[config.mk]
export PLATFORM = sky130hd
export DESIGN_NAME = ysyx_22050078_pipe_ctrl
export DESIGN_NICKNAME = d
export VERILOG_FILES = /design/src/rtl/ysyx_22050078_pipe_ctrl.sv
export SDC_FILE = /design/constraint.sdc
export NUM_CORES = 1
export LEC_CHECK = 0
export CELL_PAD_IN_SITES_DETAIL_PLACEMENT = 1
export CELL_PAD_IN_SITES_GLOBAL_PLACEMENT = 1
export CORE_MARGIN = 10
export CORE_UTILIZATION = 26
export CTS_CLUSTER_DIAMETER = 30
export DETAILED_ROUTE_END_ITERATION = 12
export PLACE_DENSITY_LB_ADDON = 0.1
export REMOVE_ABC_BUFFERS = 1
export SLEW_MARGIN = 20
export SYNTH_ARGS = -nofsm -noshare
export SYNTH_HDL_FRONTEND = slang
export SYNTH_SLANG_ARGS = --single-unit
[constraint.sdc]
create_clock -name clk -period 4.2 [get_ports clk]
set_clock_uncertainty 0.05 [all_clocks]
set_input_delay 0.84 -clock clk [delete_from_list [all_inputs] [get_ports clk]]
set_output_delay 0.84 -clock clk [all_outputs]
set_load 0.03 [all_outputs]
[src/rtl/ysyx_22050078_pipe_ctrl.sv]
// Pipeline hazard/stall controller: PC and IF/ID, ID/EX, EX/MEM, MEM/WB write-enable and bubble.
// Build option YSYX_22050078_FORWARD_EN: datapath forwards, so only load-use stalls.
module ysyx_22050078_pipe_ctrl #(
    parameter int unsigned RST_HOLD = 2
) (
    input  logic       clk,
    input  logic       rst,
    input  logic [4:0] i_idu_rs1,
    input  logic [4:0] i_idu_rs2,
    input  logic       i_idu_rs1_ren,
    input  logic       i_idu_rs2_ren,
    input  logic [4:0] i_idex_rd,
    input  logic       i_idex_rd_wen,
    input  logic       i_idex_is_load,
    input  logic [4:0] i_exmem_rd,
    input  logic       i_exmem_rd_wen,
    input  logic [4:0] i_memwb_rd,
    input  logic       i_memwb_rd_wen,
    input  logic       i_exu_redirect,
    input  logic       i_ifu_valid,
    input  logic       i_lsu_req,
    input  logic       i_lsu_done,
    output logic       o_pc_wen,
    output logic       o_ifid_wen,
    output logic       o_ifid_bubble,
    output logic       o_idex_wen,
    output logic       o_idex_bubble,
    output logic       o_exmem_wen,
    output logic       o_exmem_bubble,
    output logic       o_memwb_wen,
    output logic       o_memwb_bubble,
    output logic [1:0] o_state
);

    localparam logic [1:0] StHold    = 2'b00;
    localparam logic [1:0] StRun     = 2'b01;
    localparam logic [1:0] StLsuWait = 2'b10;

    localparam logic [3:0] HoldInit = 4'(RST_HOLD - 1);

    logic [1:0] state_q, state_d;
    logic [3:0] cnt_q, cnt_d;
    logic       squash_q, squash_d;

    logic lsu_stall;
    logic data_hazard;

    // An ID source conflicts with a producer only if both sides are live and it is not x0.
    function automatic logic src_hit(input logic [4:0] rs, input logic ren,
                                     input logic [4:0] rd, input logic wen);
        return ren && wen && (rs != 5'd0) && (rs == rd);
    endfunction

    always_comb begin
        state_d = state_q;
        cnt_d   = cnt_q;
        case (state_q)
            StHold: begin
                if (cnt_q == 4'd0) begin
                    state_d = StRun;
                end else begin
                    cnt_d = cnt_q - 4'd1;
                end
            end
            StRun: begin
                if (i_lsu_req && !i_lsu_done) begin
                    state_d = StLsuWait;
                end
            end
            StLsuWait: begin
                if (i_lsu_done) begin
                    state_d = StRun;
                end
            end
            default: state_d = StHold;
        endcase
    end

    assign lsu_stall = ((state_q == StLsuWait) && !i_lsu_done) ||
                       ((state_q == StRun) && i_lsu_req && !i_lsu_done);

`ifdef YSYX_22050078_FORWARD_EN
    logic unused_fwd;
    assign unused_fwd = ^{i_exmem_rd, i_exmem_rd_wen, i_memwb_rd, i_memwb_rd_wen};

    assign data_hazard = i_idex_is_load &&
        (src_hit(i_idu_rs1, i_idu_rs1_ren, i_idex_rd, i_idex_rd_wen) ||
         src_hit(i_idu_rs2, i_idu_rs2_ren, i_idex_rd, i_idex_rd_wen));
`else
    logic unused_nofwd;
    assign unused_nofwd = i_idex_is_load;

    // Regfile has no write-first bypass, so a WB producer still stalls.
    assign data_hazard =
        src_hit(i_idu_rs1, i_idu_rs1_ren, i_idex_rd,  i_idex_rd_wen)  ||
        src_hit(i_idu_rs2, i_idu_rs2_ren, i_idex_rd,  i_idex_rd_wen)  ||
        src_hit(i_idu_rs1, i_idu_rs1_ren, i_exmem_rd, i_exmem_rd_wen) ||
        src_hit(i_idu_rs2, i_idu_rs2_ren, i_exmem_rd, i_exmem_rd_wen) ||
        src_hit(i_idu_rs1, i_idu_rs1_ren, i_memwb_rd, i_memwb_rd_wen) ||
        src_hit(i_idu_rs2, i_idu_rs2_ren, i_memwb_rd, i_memwb_rd_wen);
`endif

    always_comb begin
        o_pc_wen       = 1'b1;
        o_ifid_wen     = 1'b1;
        o_ifid_bubble  = 1'b0;
        o_idex_wen     = 1'b1;
        o_idex_bubble  = 1'b0;
        o_exmem_wen    = 1'b1;
        o_exmem_bubble = 1'b0;
        o_memwb_wen    = 1'b1;
        o_memwb_bubble = 1'b0;
        squash_d       = 1'b0;
        if (state_q == StHold) begin
            o_pc_wen       = 1'b0;
            o_ifid_bubble  = 1'b1;
            o_idex_bubble  = 1'b1;
            o_exmem_bubble = 1'b1;
            o_memwb_bubble = 1'b1;
        end else if (lsu_stall) begin
            // EX stays frozen, so a pending redirect is still presented after release.
            o_pc_wen       = 1'b0;
            o_ifid_wen     = 1'b0;
            o_idex_wen     = 1'b0;
            o_exmem_wen    = 1'b0;
            o_memwb_bubble = 1'b1;
        end else if (i_exu_redirect) begin
            o_ifid_bubble = 1'b1;
            o_idex_bubble = 1'b1;
            squash_d      = 1'b1;
        end else if (data_hazard) begin
            o_pc_wen      = 1'b0;
            o_ifid_wen    = 1'b0;
            o_idex_bubble = 1'b1;
        end else if (!i_ifu_valid || squash_q) begin
            o_pc_wen      = i_ifu_valid;
            o_ifid_bubble = 1'b1;
        end
    end

    always_ff @(posedge clk or posedge rst) begin
        if (rst) begin
            state_q  <= StHold;
            cnt_q    <= HoldInit;
            squash_q <= 1'b0;
        end else begin
            state_q  <= state_d;
            cnt_q    <= cnt_d;
            squash_q <= squash_d;
        end
    end

    assign o_state = state_q;

endmodule

Word-level counts from Yosys, hierarchy flattened --
Index checks and enable logic that the tools add are counted.
Word-level totals: flip-flop bits (word level) 7, bits of input ports 37, output and inout bits 11, logic and storage cells 83
Operators by class: add/sub/neg operators 1, eq/ne operators 11, muxes and demuxes 30, bitwise logic cells 1, reductions and logical operators 37
Operator list (count):
- $eq 5x5->1 | 6
- $mux 1 | 26
- $logic_and 1x1->1 | 22
- $reduce_bool 5->1 | 2
- $logic_or 1x1->1 | 7
- $mux 2 | 3
- $ne 2x2->1 const B | 3
- $pmux 2 s3 | 1
- $logic_not 4->1 | 1
- $sub 4x1->4 const B | 1
- $reduce_and 3->1 | 1
- $eq 2x1->1 const B | 1
- $eq 2x2->1 const B | 1
- $logic_not 1->1 | 2
- $logic_not 2->1 | 1
- $reduce_and 2->1 | 1
- $not 1->1 | 1

Longest topological paths before layout --
Gate-level depths: netlist of the first run.
depth in word-level cells 12, gate-level depth with buffers 6

Worst setup path before layout of the first run --
Ideal clock, no wire load.
kind input to output, start input i_idex_rd[2], end output o_idex_bubble, data arrival time 2069 ps, slack 1241 ps, cell stages on the path 6, buffers on the path 0, cells stage by stage xor2_1 nor4_1 nand3_1 a31oi_1 nor2_1 a21oi_1
Between the ends: cells in the longest elaborated chain, start to end 11, elaborated cells between the ends (all ways) 13
Ends and longest elaborated chain:
- start, declared | RTL line 12 | input logic [4:0] i_idex_rd,
- $eq 5x5->1 | RTL line 51 | return ren && wen && (rs != 5'd0) && (rs == rd);
- $logic_and 1x1->1 | RTL line 51
- $logic_or 1x1->1 * | RTL line 95 | src_hit(i_idu_rs1, i_idu_rs1_ren, i_idex_rd, i_idex_rd_wen) ||
- $logic_or 1x1->1 * | RTL line 96 | src_hit(i_idu_rs2, i_idu_rs2_ren, i_idex_rd, i_idex_rd_wen) ||
- $logic_or 1x1->1 * | RTL line 97 | src_hit(i_idu_rs1, i_idu_rs1_ren, i_exmem_rd, i_exmem_rd_wen) ||
- $logic_or 1x1->1 * | RTL line 98 | src_hit(i_idu_rs2, i_idu_rs2_ren, i_exmem_rd, i_exmem_rd_wen) ||
- $logic_or 1x1->1 * | RTL line 99 | src_hit(i_idu_rs1, i_idu_rs1_ren, i_memwb_rd, i_memwb_rd_wen) ||
- $mux 1 * | RTL line 131 | end else if (data_hazard) begin
- $mux 1 * | RTL line 127 | end else if (i_exu_redirect) begin
- $mux 1 * | RTL line 120 | end else if (lsu_stall) begin
- $mux 1 * | RTL line 114 | if (state_q == StHold) begin
- end, declared | RTL line 27 | output logic o_idex_bubble,
Every way passes the cells marked *; elsewhere a longest branch is shown, timed or not.

Final worst setup path of the first run --
start input i_idu_rs1[0], end output o_ifid_bubble
Between the ends: cells in the longest elaborated chain, start to end 12, elaborated cells between the ends (all ways) 19
Ends and longest elaborated chain:
- start, declared | RTL line 8 | input logic [4:0] i_idu_rs1,
- $reduce_bool 5->1 | RTL line 51
- $logic_and 1x1->1 (2 in a row) | RTL line 51
- $logic_or 1x1->1 | RTL line 95
- $logic_or 1x1->1 | RTL line 96
- $logic_or 1x1->1 | RTL line 97
- $logic_or 1x1->1 * | RTL line 98
- $logic_or 1x1->1 * | RTL line 99
- $mux 1 * | RTL line 131
- $mux 1 * | RTL line 127
- $mux 1 * | RTL line 120
- $mux 1 * | RTL line 114
- end, declared | RTL line 25 | output logic o_ifid_bubble,
Marks and branches as above.

==> results.md, run 1 <==
* Cell area after synthesis at 762 um^2
* Synth-to-Final Area Change at 70.8%
* Synth top cells by count: sky130_fd_sc_hd__xor2_1 (25), sky130_fd_sc_hd__inv_1 (7), sky130_fd_sc_hd__nand3_1 (7), sky130_fd_sc_hd__nor4_1 (7), sky130_fd_sc_hd__xnor2_1 (7)
* Via count at 855
* Internal Pwr Total at 0.000190 W
* Stage delay of the slowest cell on the critical path at 0.55 ns
* CP startpoint: i_idu_rs1[0]
* Post-synthesis sequential area ratio at 23.2%
* Antenna violations before repair at 0
* Worst hold path cell count at 1
* Sequential group share of total power at 25.0%
* Setup repair after global routing missed its margin: no
* Largest fanout on the critical path at 4
* Number of enable flip-flop cells after synthesis at 0
* Worst reg2reg startpoint: cnt_q[0]
* Via density at 4.91
* Chip Height at 74.1 um
* Most used standard cell by instance count after synthesis: sky130_fd_sc_hd__xor2_1
* # diodes at 0
* First-pass GRT wire length at 4570 um
* Global route overflow at 0
* LEAKAGE at 0.544 nW
* Final Power at 0.000304 W
* Number of global-route vias before repair at 987
* Clock buffer count from CTS at 3
* Worst setup margin at 0.433 ns
* Top-area cell type share of the netlist area at 28.7%
* Instance count of the mapped netlist at 93
* Maximum clock insertion buffer count at 2
* Row count at 19
* Worst setup path category: input port to output port
* Share of power burned in combinational logic at 54.9%
* Average size of a mapped cell at 8.19 um^2
* Last weighted congestion value of the routability-driven placer at 0.786
* Number of hold-slack violations in the final timing report at 0
* Total negative setup slack at 0 ns
* Top_reg_cell synth: sky130_fd_sc_hd__dfrtp_1
* Pre-CTS worst setup slack at 0.0188 ns
* Final non-filler cell area at 0.00130 mm^2
* Worst supply voltage drop on vdd at 169 uV
* Area enclosed by the die boundary at 0.00550 mm^2
* Data arrival time of the critical path at 2.88 ns
* Net count, final at 182
* Final routed wire length divided by cell count at 15.9 um
* Top cells by area in the synthesized netlist: sky130_fd_sc_hd__xor2_1 (29%), sky130_fd_sc_hd__dfrtp_1 (20%), sky130_fd_sc_hd__xnor2_1 (8.0%)
* Share of cells above drive strength 1 at 7.69%
* Minimum hold slack at 0.449 ns
* Floorplan Core Area at 0.00278 mm^2
* Flops & latches, synth at 7
* Buffer and inverter count on the worst path at 2
* Area occupied by multi-input gates at 551 um^2
* Count of fill cells added during filler insertion at 336
* I/O pin count at 48
* Depth of the worst register-to-register path at 6
* Die width at 74.1 um
* Power density over cell area at 234 mW/mm^2
* Number of distinct library cell variants in the gate-level netlist after synthesis at 25
* CTS tree: built
* Kind of end point of the critical path: output port
* Storage cell area at 176 um^2
* Endpoints failing setup at 0
* Max_cap viols at 0
* Final count of pins violating max slew at 0
* Final wirelength at 2770 um
* DR pass1 iterations at 4
* Global routing usage summed across all routing layers at 10.5%
* Hold Crit Class: flop to flop
* Starting utilization of the core area at 27.4%
* Cell with the biggest individual delay on the critical path: sky130_fd_sc_hd__or4_1
* Required time at the worst-slack endpoint at 3.31 ns
* Detailed-route DRC error count at 0
* Worst setup SP type: input port
* Clock latency at the later pin of the worst-skew pair at 0.25 ns
* Post-route clock period utilization at 89.7%
* Upper clock frequency limit at 0.265 GHz
* Destination of the worst hold path: cnt_q[0]
* Cell type with the largest total area after synthesis: sky130_fd_sc_hd__xor2_1
* Root buffer selected by CTS: sky130_fd_sc_hd__clkbuf_4
* Switching Share at 37.7%
* Minimum clock period at 3.77 ns
* CTS clk-pin slew, worst paths at 0.05 ns
* Post-synth ARST share at 100%
* Port Buf Inserts at 45
* Total cell area at the placement stage at 0.00126 mm^2
* Family with the most delay on the worst path: buffers and inverters
* Largest net degree at the start of global routing at 10
* Antenna Violating Nets Remaining at 0
* Status: finished clean
* Clock H-tree levels at 1
* Count of warnings emitted by yosys at 0
* Clock group share of total power at 20.0%
* Switching power summed over all nets at 0.000115 W
* HPWL after DPL at 2540 um
* Ordered cell list for the critical path: clkdlybuf4s50_1 -> or4_1 -> o21ai_0 -> a31oi_1 -> nor2_1 -> a221o_1 -> dlymetal6s2s_1
* CTS sink cnt at 7
* Hold path startpoint: cnt_q[0]
* Worst flop-to-flop path endpoint: cnt_q[3]
* Flop2flop setup slack at 2.61 ns
* Number of buffers added to fix hold violations after cts at 0
* Number of DRC violations after detailed-routing iteration 0 at 13
## sequential cells by signal (all words and copies together), names as in the netlist
signal / cells
cnt_q: 4
o_state: 2
squash_q: 1
## cells by family (layout without fill, tap and decap cells)
logic type	Yosys count	count (layout)	synth area share [%]
buffers and inverters	9	59	5.42
AOI/OAI and AO/OA	14	14	12.3
adders and majority gates	1	1	1.64
and+or+nand+nor	29	29	20.2
other	1	1	0.492
xor gates and xnor gates	32	32	36.8
DFF	7	7	23.2
## layout make-up
class                           instances  area share [%]
Multi-Input combinational cell         77            42.3
Timing Repair Buffer                   48            37.1
Sequential cell                         7            13.6
Tap cell                               31            2.98
Clock buffer                            4            2.02
Inverter                                7            2.02
## routing by layer
layer | global-route usage, % | vias to the layer above | wire length, um
met5 | 0 | - | 0
met4 | 3.73 | 0 | 27
met3 | 3.72 | 4 | 186
met2 | 18.5 | 25 | 1410
met1 | 11.3 | 407 | 1140
li1 | - | 419 | -
## worst reg2reg max path, delay by kind of cell, from the launching register on
family / cells / cell delay, ns
xor gates and xnor gates: 1 / 0.19
adders and majority gates: 1 / 0.22
buffers and inverters: 1 / 0.05
DFF: 1 / 0.55
and+or+nand+nor: 3 / 0.46
## power by group through the flow
stage / clock (W) / sequential (W) / combinational (W)
after global routing: 0.0000678 / 0.0000771 / 0.000180
final: 0.0000610 / 0.0000761 / 0.000167
after CTS: 0.0000634 / 0.0000760 / 0.000170
after detailed placement: 0 / 0.0000772 / 0.000170
after global placement: 0 / 0.0000771 / 0.000167
after floorplan: 0 / 0.0000821 / 0.0000755
## per-stage QoR
stage	instances	util [%]
floorplan	91	-
global placement	170	45.3
detailed placement	170	45.3
CTS	174	46.2
global route	174	46.8
finish	174	46.8
## repair_timing
action | in CTS | in global routing
endpoints found under the setup margin | 0 | 4
gates resized for setup | 0 | 5
setup buffers | 0 | 0
## cell usage in the layout, fill, tap and decap left out, drive strengths merged, types with 2 or more instances in the layout
cell type and instances:
o21ai 4, or4 2, dfrtp 6, nor2 5, nor4 7, xor2 25
dlymetal6s2s 4, clkbuf 4, nand3 7, buf 3, inv 7, a31oi 2
nand2 5, a21oi 3, clkdlybuf4s50 41, xnor2 7
## worst max-delay path by stage
stage	slack (ns)	cells after the start	endpoint
after detailed placement	0.02	7	o_ifid_bubble
final	0.43	7	o_ifid_bubble
after global placement	0.06	7	o_pc_wen
after CTS	0.03	7	o_ifid_bubble
after floorplan	1.24	6	o_idex_bubble
after global routing	0.23	9	o_ifid_bubble
(Power assumes the default switching activity.)
==> run 2: changes to the inputs <==
- ABC_AREA: unset -> 1
- CORE_UTILIZATION: 26 -> 27
==> run 2 against run 1 <==
Effect of this change: synthesized area grew 38%; critical path depth grew 4; largest cell class unchanged; utilization shrank 3.9 points.
==> results.md, run 2 <==
* Worst supply voltage drop on vdd at 241 uV (+42%)
* Instance count of the mapped netlist at 213 (+130%)
* Endpoints failing setup at 0 (unchanged)
* Count of fill cells added during filler insertion at 532 (+58%)
* Post-route clock period utilization at 91.0% (+1.3 points)
* Most common cell after layout, fill and taps aside: sky130_fd_sc_hd__nand2_1
* Top library cells by usage in the layout, fill and taps aside: sky130_fd_sc_hd__nand2_1 (104), sky130_fd_sc_hd__clkdlybuf4s50_1 (45), sky130_fd_sc_hd__inv_1 (34)
* Maximum clock insertion buffer count at 2 (unchanged)
* Upper clock frequency limit at 0.262 GHz (-1.5%)
* Port Buf Inserts at 45 (unchanged)
* Max FFs per register at 4 (unchanged)
* Largest fanout on the critical path at 7 (+3)
* Last weighted congestion value of the routability-driven placer at 0.767 (-2.5%)
* Number of hold-slack violations in the final timing report at 0 (unchanged)
* Register with the most flip-flops: cnt_q
* Net count, final at 299 (+64%)
* Number of enable flip-flop cells after synthesis at 0 (unchanged)
* Power density over cell area at 310 mW/mm^2 (+33%)
* Top cells by area in the synthesized netlist: sky130_fd_sc_hd__nand2_1 (37%), sky130_fd_sc_hd__dfrtp_1 (14%), sky130_fd_sc_hd__inv_1 (12%)
* Number of global-route vias before repair at 1364 (+38%)
* Final count of pins violating max slew at 0 (unchanged)
* Met1 Use GR at 13.1% (+1.8 points)
* Floorplan Core Area at 0.00372 mm^2 (+34%)
* Via count at 1328 (+55%)
* Via density at 4.31 (-12%)
* LEAKAGE at 0.912 nW (+68%)
* Area enclosed by the die boundary at 0.00680 mm^2 (+24%)
* Total of cells resized after clock tree synthesis at 0 (unchanged)
* Clock H-tree levels at 1 (unchanged)
* Cell type with the largest total area after synthesis: sky130_fd_sc_hd__nand2_1
* Clock latency at the later pin of the worst-skew pair at 0.23 ns (-0.02 ns)
* I/O pin count at 48 (unchanged)
* Family with the most delay on the worst path: buffers and inverters
* Chip Height at 82.5 um (+11%)
* Largest net degree at the start of global routing at 9 (-1)
* Max_cap viols at 0 (unchanged)
* Kind of end point of the critical path: output port
* Top_reg_cell synth: sky130_fd_sc_hd__dfrtp_1
* Final routed wire length divided by cell count at 12.0 um (-24%)
* Global route overflow at 0 (unchanged)
* Status: finished clean
* Cell area after synthesis at 0.00105 mm^2 (+38%)
* Most used standard cell by instance count after synthesis: sky130_fd_sc_hd__nand2_1
* Fin cells at 308 (+77%)
* Met2 routing resource usage after global routing at 20.4% (+1.9 points)
* Post-synthesis sequential area ratio at 16.7% (-6.4 points)
* Starting utilization of the core area at 28.4% (+0.95 points)
* Placed Cells incl. Taps at 304 (+79%)
* CTS clk-pin slew, worst paths at 0.04 ns (about the same)
* Row count at 22 (+3)
* Die width at 82.5 um (+11%)
* First-pass GRT wire length at 6110 um (+34%)
* Detailed-route DRC error count at 0 (unchanged)
* Required time at the worst-slack endpoint at 3.31 ns (about the same)
* # diodes at 0 (unchanged)
* CTS tree: built
* Average size of a mapped cell at 4.95 um^2 (-40%)
* Number of distinct library cell variants in the gate-level netlist after synthesis at 25 (unchanged)
* Synth-to-Final Area Change at 51.3%
* Stage delay of the slowest cell on the critical path at 0.67 ns (+0.12 ns)
* Met3 Usage GRT at 1.94% (-1.8 points)
* Flops & latches, synth at 7 (unchanged)
* Busiest layer in global routing: met2
* DR pass1 iterations at 4 (unchanged)
* Final wirelength at 3700 um (+34%)
* Antenna Violating Nets Remaining at 0 (unchanged)
* Number of buffers added to fix hold violations after cts at 0 (unchanged)
* Worst setup SP type: input port
* Share of cells above drive strength 1 at 6.54% (-1.2 points)
* Global routing usage summed across all routing layers at 11.1% (+0.64 points)
* Post-synth ARST share at 100% (unchanged)
* Data arrival time of the critical path at 2.93 ns (+0.05 ns)
* Root buffer selected by CTS: sky130_fd_sc_hd__clkbuf_8
* Total negative setup slack at 0 ns (unchanged)
* Clock buffer count from CTS at 3 (unchanged)
* Antenna violations before repair at 0 (unchanged)
* Buffer and inverter count on the worst path at 2 (unchanged)
* Hold Crit Class: flop to flop
* Cell with the biggest individual delay on the critical path: sky130_fd_sc_hd__clkdlybuf4s50_1
* Number of setup buffers added after CTS at 0 (unchanged)
* CTS sink cnt at 7 (unchanged)
* Count of warnings emitted by yosys at 0 (unchanged)
* Worst setup path category: input port to output port
* Setup repair after global routing missed its margin: no
* Ordered cell list for the critical path: clkdlybuf4s50_1 -> nor2_1 -> nand4_2 -> nand2_1 -> nor2_1 -> nor2_2 -> nand3_2 -> nand2_2 -> nand3_2 -> nand2_1 -> clkdlybuf4s50_1
* Minimum clock period at 3.82 ns (+0.0556 ns)
* HPWL after DPL at 3300 um (+30%)
* Top-area cell type share of the netlist area at 37.1% (+8.3 points)
* Synth top cells by count: sky130_fd_sc_hd__nand2_1 (104), sky130_fd_sc_hd__inv_1 (34), sky130_fd_sc_hd__nor2_1 (33), sky130_fd_sc_hd__dfrtp_1 (6), sky130_fd_sc_hd__inv_2 (6)
* Number of DRC violations after detailed-routing iteration 0 at 47 (+34)
## run 2: power by group
part / switching [W] / internal [W]
clock network: 0.0000319 / 0.0000659
logic: 0.000182 / 0.000128
registers: 0.00000843 / 0.0000779
total: 0.000223 / 0.000272
## run 2: final cells by class
cell class                 count  area (um^2)  share of cell area (%)
multi-input combinational    164          712                    44.7
sequential                     7          176                    11.1
tap                           48         60.1                    3.77
timing repair buffer          45          450                    28.3
clock buffer                   4         45.0                    2.83
inverter                      40          150                    9.42
## run 2: path summary, 6_finish.rpt
path	startpoint	end	slack, ns	depth (start not counted)
max	i_idu_rs2[1]	o_ifid_bubble	0.38	11
min	cnt_q[2]	cnt_q[2]	0.43	2
max reg2reg	cnt_q[0]	cnt_q[3]	2.72	7
min reg2reg	cnt_q[2]	cnt_q[2]	0.43	2
max in group asynchronous	rst	cnt_q[0]	3.03	2
min in group asynchronous	rst	o_state[1]	0.80	2
## run 2: tightest hold or removal path, cell delays in order, from the launching register on
cell and delay, ns:
sky130_fd_sc_hd__dfrtp_1 0.33, sky130_fd_sc_hd__nand2_1 0.05, sky130_fd_sc_hd__o21ai_0 0.06
## run 2: logic make-up after synthesis
logic type / share of synthesized area, %
buffers and inverters: 15.7
adders and majority gates: 1.19
DFF: 16.7
and+or+nand+nor: 56.9
other: 0.356
AOI/OAI and AO/OA: 7.48
xor gates and xnor gates: 1.66
## run 2: routing by layer
metal,vias up,share of wire (%)
li1,721,-
met1,582,43
met2,23,52
met3,2,5.0
met4,0,0.46
met5,-,0
## run 2: per-stage QoR
step                      power, W  area (um^2)  utilization, %  hold slack, ns  worst slack (ns)
final                     0.000494         1590            42.9           0.432             0.377
after global routing      0.000531         1590            42.9           0.472             0.212
after CTS                 0.000502         1590            42.9           0.441             0.359
after detailed placement  0.000401         1550            41.7           0.424             0.365
after global placement    0.000400         1550            41.7           0.419             0.350
after floorplan           0.000260         1040               -           0.403             0.911
